## config.mk

```make
export PLATFORM = sky130hd
export DESIGN_NAME = sub_wide_seq
export DESIGN_NICKNAME = d
export VERILOG_FILES = /design/src/rtl/sub_pkg.sv /design/src/rtl/sub_slice_bin.sv /design/src/rtl/sub_wide_seq.sv
export SDC_FILE = /design/constraint.sdc
export NUM_CORES = 1
export LEC_CHECK = 0
export CAP_MARGIN = 40
export CORE_ASPECT_RATIO = 1.25
export CORE_MARGIN = 2
export CORE_UTILIZATION = 50
export DETAILED_ROUTE_END_ITERATION = 7
export GPL_ROUTABILITY_DRIVEN = 1
export PLACE_DENSITY = 0.8
export SYNTH_ARGS = -nofsm -noshare
export SYNTH_HDL_FRONTEND = slang
export SYNTH_SLANG_ARGS = --single-unit
export TNS_END_PERCENT = 10
```

## constraint.sdc

```tcl
create_clock -name clk -period 3.5 [get_ports clk]
set_input_delay 0.35 -clock clk [delete_from_list [all_inputs] [get_ports clk]]
set_output_delay 0.35 -clock clk [all_outputs]
set_load 0.02 [all_outputs]
```

## src/rtl/sub_pkg.sv

```systemverilog
// Shared types and helpers for the sliced wide subtractor.
package sub_pkg;

    typedef enum logic [1:0] {IDLE, RUN, DONE} state_t;

    localparam int unsigned SLICE_DEFAULT = 32;

    function automatic int unsigned nslice(input int unsigned width, input int unsigned slice);
        return width / slice;
    endfunction

endpackage

```

## src/rtl/sub_slice_bin.sv

```systemverilog
// Combinational SLICE-bit subtract-with-borrow: {bout, d} = a - b - bin.
module sub_slice_bin #(
    parameter int unsigned SLICE = 32
) (
    input  logic [SLICE-1:0] a,
    input  logic [SLICE-1:0] b,
    input  logic             bin,
    output logic [SLICE-1:0] d,
    output logic             bout
);

    always_comb begin
        {bout, d} = {1'b0, a} - {1'b0, b} - (SLICE + 1)'(bin);
    end

endmodule

```

## src/rtl/sub_wide_seq.sv

```systemverilog
// Multi-cycle WIDTH-bit unsigned subtractor: one SLICE-bit slice per cycle, LSB first,
// borrow chained between slices, valid/ready on both sides.
module sub_wide_seq
    import sub_pkg::*;
#(
    parameter int unsigned WIDTH = 128,
    parameter int unsigned SLICE = SLICE_DEFAULT
) (
    input  logic             clk,
    input  logic             rst,
    input  logic             in_valid,
    output logic             in_ready,
    input  logic [WIDTH-1:0] A,
    input  logic [WIDTH-1:0] B,
    output logic             out_valid,
    input  logic             out_ready,
    output logic [WIDTH-1:0] Diff,
    output logic             B_out,
    output logic             busy
);

    localparam int unsigned NSLICE = nslice(WIDTH, SLICE);
    localparam int unsigned CW     = $clog2(NSLICE);

    if ((WIDTH % SLICE) != 0 || NSLICE < 2) begin : g_bad_params
        $error("sub_wide_seq: WIDTH must be a multiple of SLICE with at least two slices");
    end

    state_t           state_q, state_d;
    logic [CW-1:0]    count_q, count_d;
    logic             borrow_q, borrow_d;
    logic [WIDTH-1:0] a_sh_q, a_sh_d;
    logic [WIDTH-1:0] b_sh_q, b_sh_d;
    logic [WIDTH-1:0] diff_q, diff_d;
    logic             b_out_q, b_out_d;
    logic             in_ready_q, in_ready_d;
    logic             out_valid_q, out_valid_d;
    logic             busy_q, busy_d;

    logic [SLICE-1:0] slice_d;
    logic             slice_bo;

    sub_slice_bin #(.SLICE(SLICE)) u_slice (
        .a    (a_sh_q[SLICE-1:0]),
        .b    (b_sh_q[SLICE-1:0]),
        .bin  (borrow_q),
        .d    (slice_d),
        .bout (slice_bo)
    );

    always_comb begin
        state_d  = state_q;
        count_d  = count_q;
        borrow_d = borrow_q;
        a_sh_d   = a_sh_q;
        b_sh_d   = b_sh_q;
        diff_d   = diff_q;
        b_out_d  = b_out_q;

        case (state_q)
            IDLE: begin
                if (in_valid) begin
                    a_sh_d   = A;
                    b_sh_d   = B;
                    borrow_d = 1'b0;
                    count_d  = '0;
                    state_d  = RUN;
                end
            end
            RUN: begin
                a_sh_d   = a_sh_q >> SLICE;
                b_sh_d   = b_sh_q >> SLICE;
                // Slices enter at the MSB end so the first one settles at Diff[SLICE-1:0].
                diff_d   = {slice_d, diff_q[WIDTH-1:SLICE]};
                borrow_d = slice_bo;
                b_out_d  = slice_bo;
                count_d  = count_q + CW'(1);
                if (count_q == CW'(NSLICE - 1)) begin
                    state_d = DONE;
                end
            end
            DONE: begin
                if (out_ready) begin
                    state_d = IDLE;
                end
            end
            default: state_d = IDLE;
        endcase

        in_ready_d  = (state_d == IDLE);
        out_valid_d = (state_d == DONE);
        busy_d      = (state_d != IDLE);
    end

    always_ff @(posedge clk) begin
        if (rst) begin
            state_q     <= IDLE;
            count_q     <= '0;
            borrow_q    <= 1'b0;
            a_sh_q      <= '0;
            b_sh_q      <= '0;
            diff_q      <= '0;
            b_out_q     <= 1'b0;
            in_ready_q  <= 1'b1;
            out_valid_q <= 1'b0;
            busy_q      <= 1'b0;
        end else begin
            state_q     <= state_d;
            count_q     <= count_d;
            borrow_q    <= borrow_d;
            a_sh_q      <= a_sh_d;
            b_sh_q      <= b_sh_d;
            diff_q      <= diff_d;
            b_out_q     <= b_out_d;
            in_ready_q  <= in_ready_d;
            out_valid_q <= out_valid_d;
            busy_q      <= busy_d;
        end
    end

    assign in_ready  = in_ready_q;
    assign out_valid = out_valid_q;
    assign busy      = busy_q;
    assign Diff      = diff_q;
    assign B_out     = b_out_q;

endmodule

```

==> flow_metrics.tcl, run 1 <==
set metrics [dict create \
    io-pin-count 392 \
    period_share_pct 95.0 \
    worstSetupPathType "flip-flop to flip-flop" \
    clkSinkCount 393 \
    htreeDepth 2 \
    syn-num-nets 2324 \
    grt_setup_unrepaired "false" \
    cts_buffers 39 \
    start_util_pct 50.6 \
    muxShareOfSynthArea_pct 0.118 \
    drv_cap 0 \
    syn_inst 1999 \
    vias 15900 \
    outcome "complete, no violations" \
    path_max_fanout 4 \
    fp.dieH_um 210 \
    skew_ps 29.7 \
    grt_antenna_before_repair 1 \
    clk_pin_slew_ps 70 \
    die_x_um 168 \
    dr_wl_met3_um 3780 \
    drt_first_pass_iters 6 \
    mappedNetlistArea_um2 16900 \
    min_from "rst" \
    endpoint_kind "flip-flop" \
    p_leak_nw 8.44 \
    rr_worst_depth 12 \
    synth_fa_ha_area_share_pct 4.90 \
    synthFlopType "dfxtp_1" \
    crit_arrival_ps 3750 \
    final_layout_size_suffix_gt1_share_pct 4.26 \
    drc 0 \
    setup_ws_ps 174 \
    fin_util_pct 66.9 \
    synth_top_family_by_area "compound AO/OA/AOI/OAI gates" \
    p_total_mw 12.3 \
    cts_buffer_depth 3 \
    synth-seq-cells 393 \
    hold_class "primary input to flip-flop" \
    io_buffers 391 \
    irDropWorstVdd_mv 0.374 \
    reg2reg_to "borrow_q" \
    grt_pass1_vias 15300 \
    finalHoldViolations 0 \
    hold_end "count_q[1]" \
    grt_max_degree 176 \
    avgRoutedWirePerCell_um 18.8 \
    coreArea_um2 33400 \
    dr.max_layer_used "met4" \
    synth_compound_area_share_pct 27.7 \
    whs_ps 309 \
    fin_tns_setup_ps 0 \
    grt_pass1_wl_um 79900 \
    rrSetupSlack_ps 170 \
    cts_tree "built" \
    synth.distinct_cells 54 \
    cts_hold_buffers 0 \
    dr_wl_met2_um 24500 \
    dpl_worst_slack_ps 230 \
    synth_edf_count 0 \
    synth_xor_area_share_pct 1.35 \
    p_per_area_nw_per_um2 550 \
    dpl.hpwl_um 35600 \
    period_needed_ps 3330 \
    avgSynthCellArea_um2 8.46 \
    required_ps 3920 \
    worst_pin_slew_ps 888 \
    vias_per_cell 5.82 \
    place_congestion 0.890 \
    grt.overflow.total 0 \
    routed_wl_um 51200 \
    postRouteAntennaNets 0 \
    cts_resized 0 \
    drt-met1-wl_um 20500 \
    regToRegStartpoint "borrow_q" \
    root_buffer "clkbuf_16" \
    area_delta_synth_final_pct 32.2 \
    die-area_um2 35300 \
    post-cts-setup-buffers 0 \
    track_usage_pct 27.9 \
    setup_viol 0 \
    nets 2598 \
    synthArstFlopShare_pct 0 \
    whs_path_depth 2 \
    synth-simple-area-share_pct 9.52 \
    drt_iter0_markers 1418 \
    fmax_mhz 301 \
    worstSetupStartpointType "flip-flop" \
    ys_seq_area_share_pct 46.5 \
    slew_headroom_pct 40.8 \
    ys_warn_count 0 \
    rows 75 \
    maxSlewViolCount 0 \
    clock_latency_ps 560 \
]
-- metal layers --
layer | vias to the layer above | track usage [%]
met5 | - | 0
met4 | 0 | 13.6
met3 | 111 | 5.54
met2 | 679 | 47.0
met1 | 7417 | 34.1
li1 | 7675 | -
-- flip-flops by register name, indices dropped and copies added (netlist names) --
name	flops
B_out	1
Diff	128
a_sh_q	128
b_sh_q	128
borrow_q	1
busy	1
count_q	2
in_ready	1
out_valid	1
state_q	2
-- synthesized netlist by cell type, types with 4 or more instances --
library cell  number  share of area [%]
o21bai_1           5               0.22
a221oi_1         192                9.9
o22ai_1          193                7.1
nand3_1            8               0.24
xnor2_1           14               0.73
nand4_1            8               0.30
dfxtp_1          393                 47
a211oi_1           8               0.36
xor2_1            12               0.62
a21o_1            16               0.71
o21ai_0           14               0.41
and3_1             6               0.22
buf_1              8               0.18
a31oi_1           11               0.41
nor2b_1            4               0.15
inv_1            262                5.8
nor3_1             4               0.12
a21oi_1          146                4.3
a22oi_1           67                3.0
ha_1              63                4.7
o21ai_1            7               0.21
nor2_1            90                2.0
nand2_1          251                5.6
nand2b_1           4               0.15
buf_2              5               0.15
clkbuf_1         164                3.6
-- cell usage in the layout, fill, tap and decap left out, drive strengths merged, types with 56 or more instances in the layout --
cell             n
clkbuf          56
a221oi         192
inv            266
o22ai          193
nand2          251
a22oi           67
nor2            90
clkdlybuf4s50  390
a21oi          147
dfxtp          393
ha              63
-- power breakdown --
group	internal [mW]	switching (mW)	total [mW]
Sequential	4.81	0.229	5.04
Clock	2.68	1.77	4.46
Combinational	1.24	1.54	2.78
-- metrics by stage --
stage,cell area (µm²),instances
floorplan,16900,1999
global placement,21000,2655
detailed placement,21000,2655
CTS,22300,2726
global route,22300,2727
finish,22300,2727
-- how the worst max path moves through the flow --
stage	to	from	slack [ps]	cells past startpoint
detailed placement	borrow_q	borrow_q	230	12
finish	borrow_q	borrow_q	170	12
global route	Diff[126]	borrow_q	60	12
floorplan	B_out	borrow_q	760	12
global placement	borrow_q	borrow_q	360	12
CTS	borrow_q	borrow_q	200	12
-- cell families (layout without fill, tap and decap cells) --
kind of cell | count (synthesis) | in the layout
AOI/OAI and AO/OA | 678 | 678
xor gates and xnor gates | 26 | 26
adders and majority gates | 65 | 65
buffers and inverters | 442 | 746
DFF | 393 | 393
muxes | 2 | 2
other | 0 | 1
and+or+nand+nor | 393 | 393
-- area by class of cell --
class | instances | area (µm²)
tap | 423 | 529
timing repair buffer | 413 | 4180
clock inverter | 15 | 243
clock buffer | 56 | 1120
fill | 2767 | 11100
inverter | 262 | 993
antenna | 1 | 2.50
multi-input combinational | 1164 | 7400
sequential | 393 | 7870
-- critical path: stages, from the launching register on --
cell and delay [ps]:
dfxtp_1 340, inv_1 80, fa_1 480, fa_1 430, nor3b_1 310, o21ai_2 150, o21ai_1 250, a31oi_1 150
o211ai_1 320, a21oi_2 130, a31oi_1 230, mux2i_1 260, nand2_1 80
Power figures use the tool's default switching activity.
==> inputs of run 2 (changes only) <==
==> constraint.sdc (replaced) <==
create_clock -name clk -period 3.5 [get_ports clk]
set_input_delay 0.35 -clock clk [delete_from_list [all_inputs] [get_ports clk]]
set_output_delay 0.35 -clock clk [all_outputs]
set_load 0.01 [all_outputs]
==> results of run 2 <==
Same layout as run 1 (identical final DEF). Status: complete, no violations.
Main changes from that run: total power 12.3 mW -> 12.2 mW
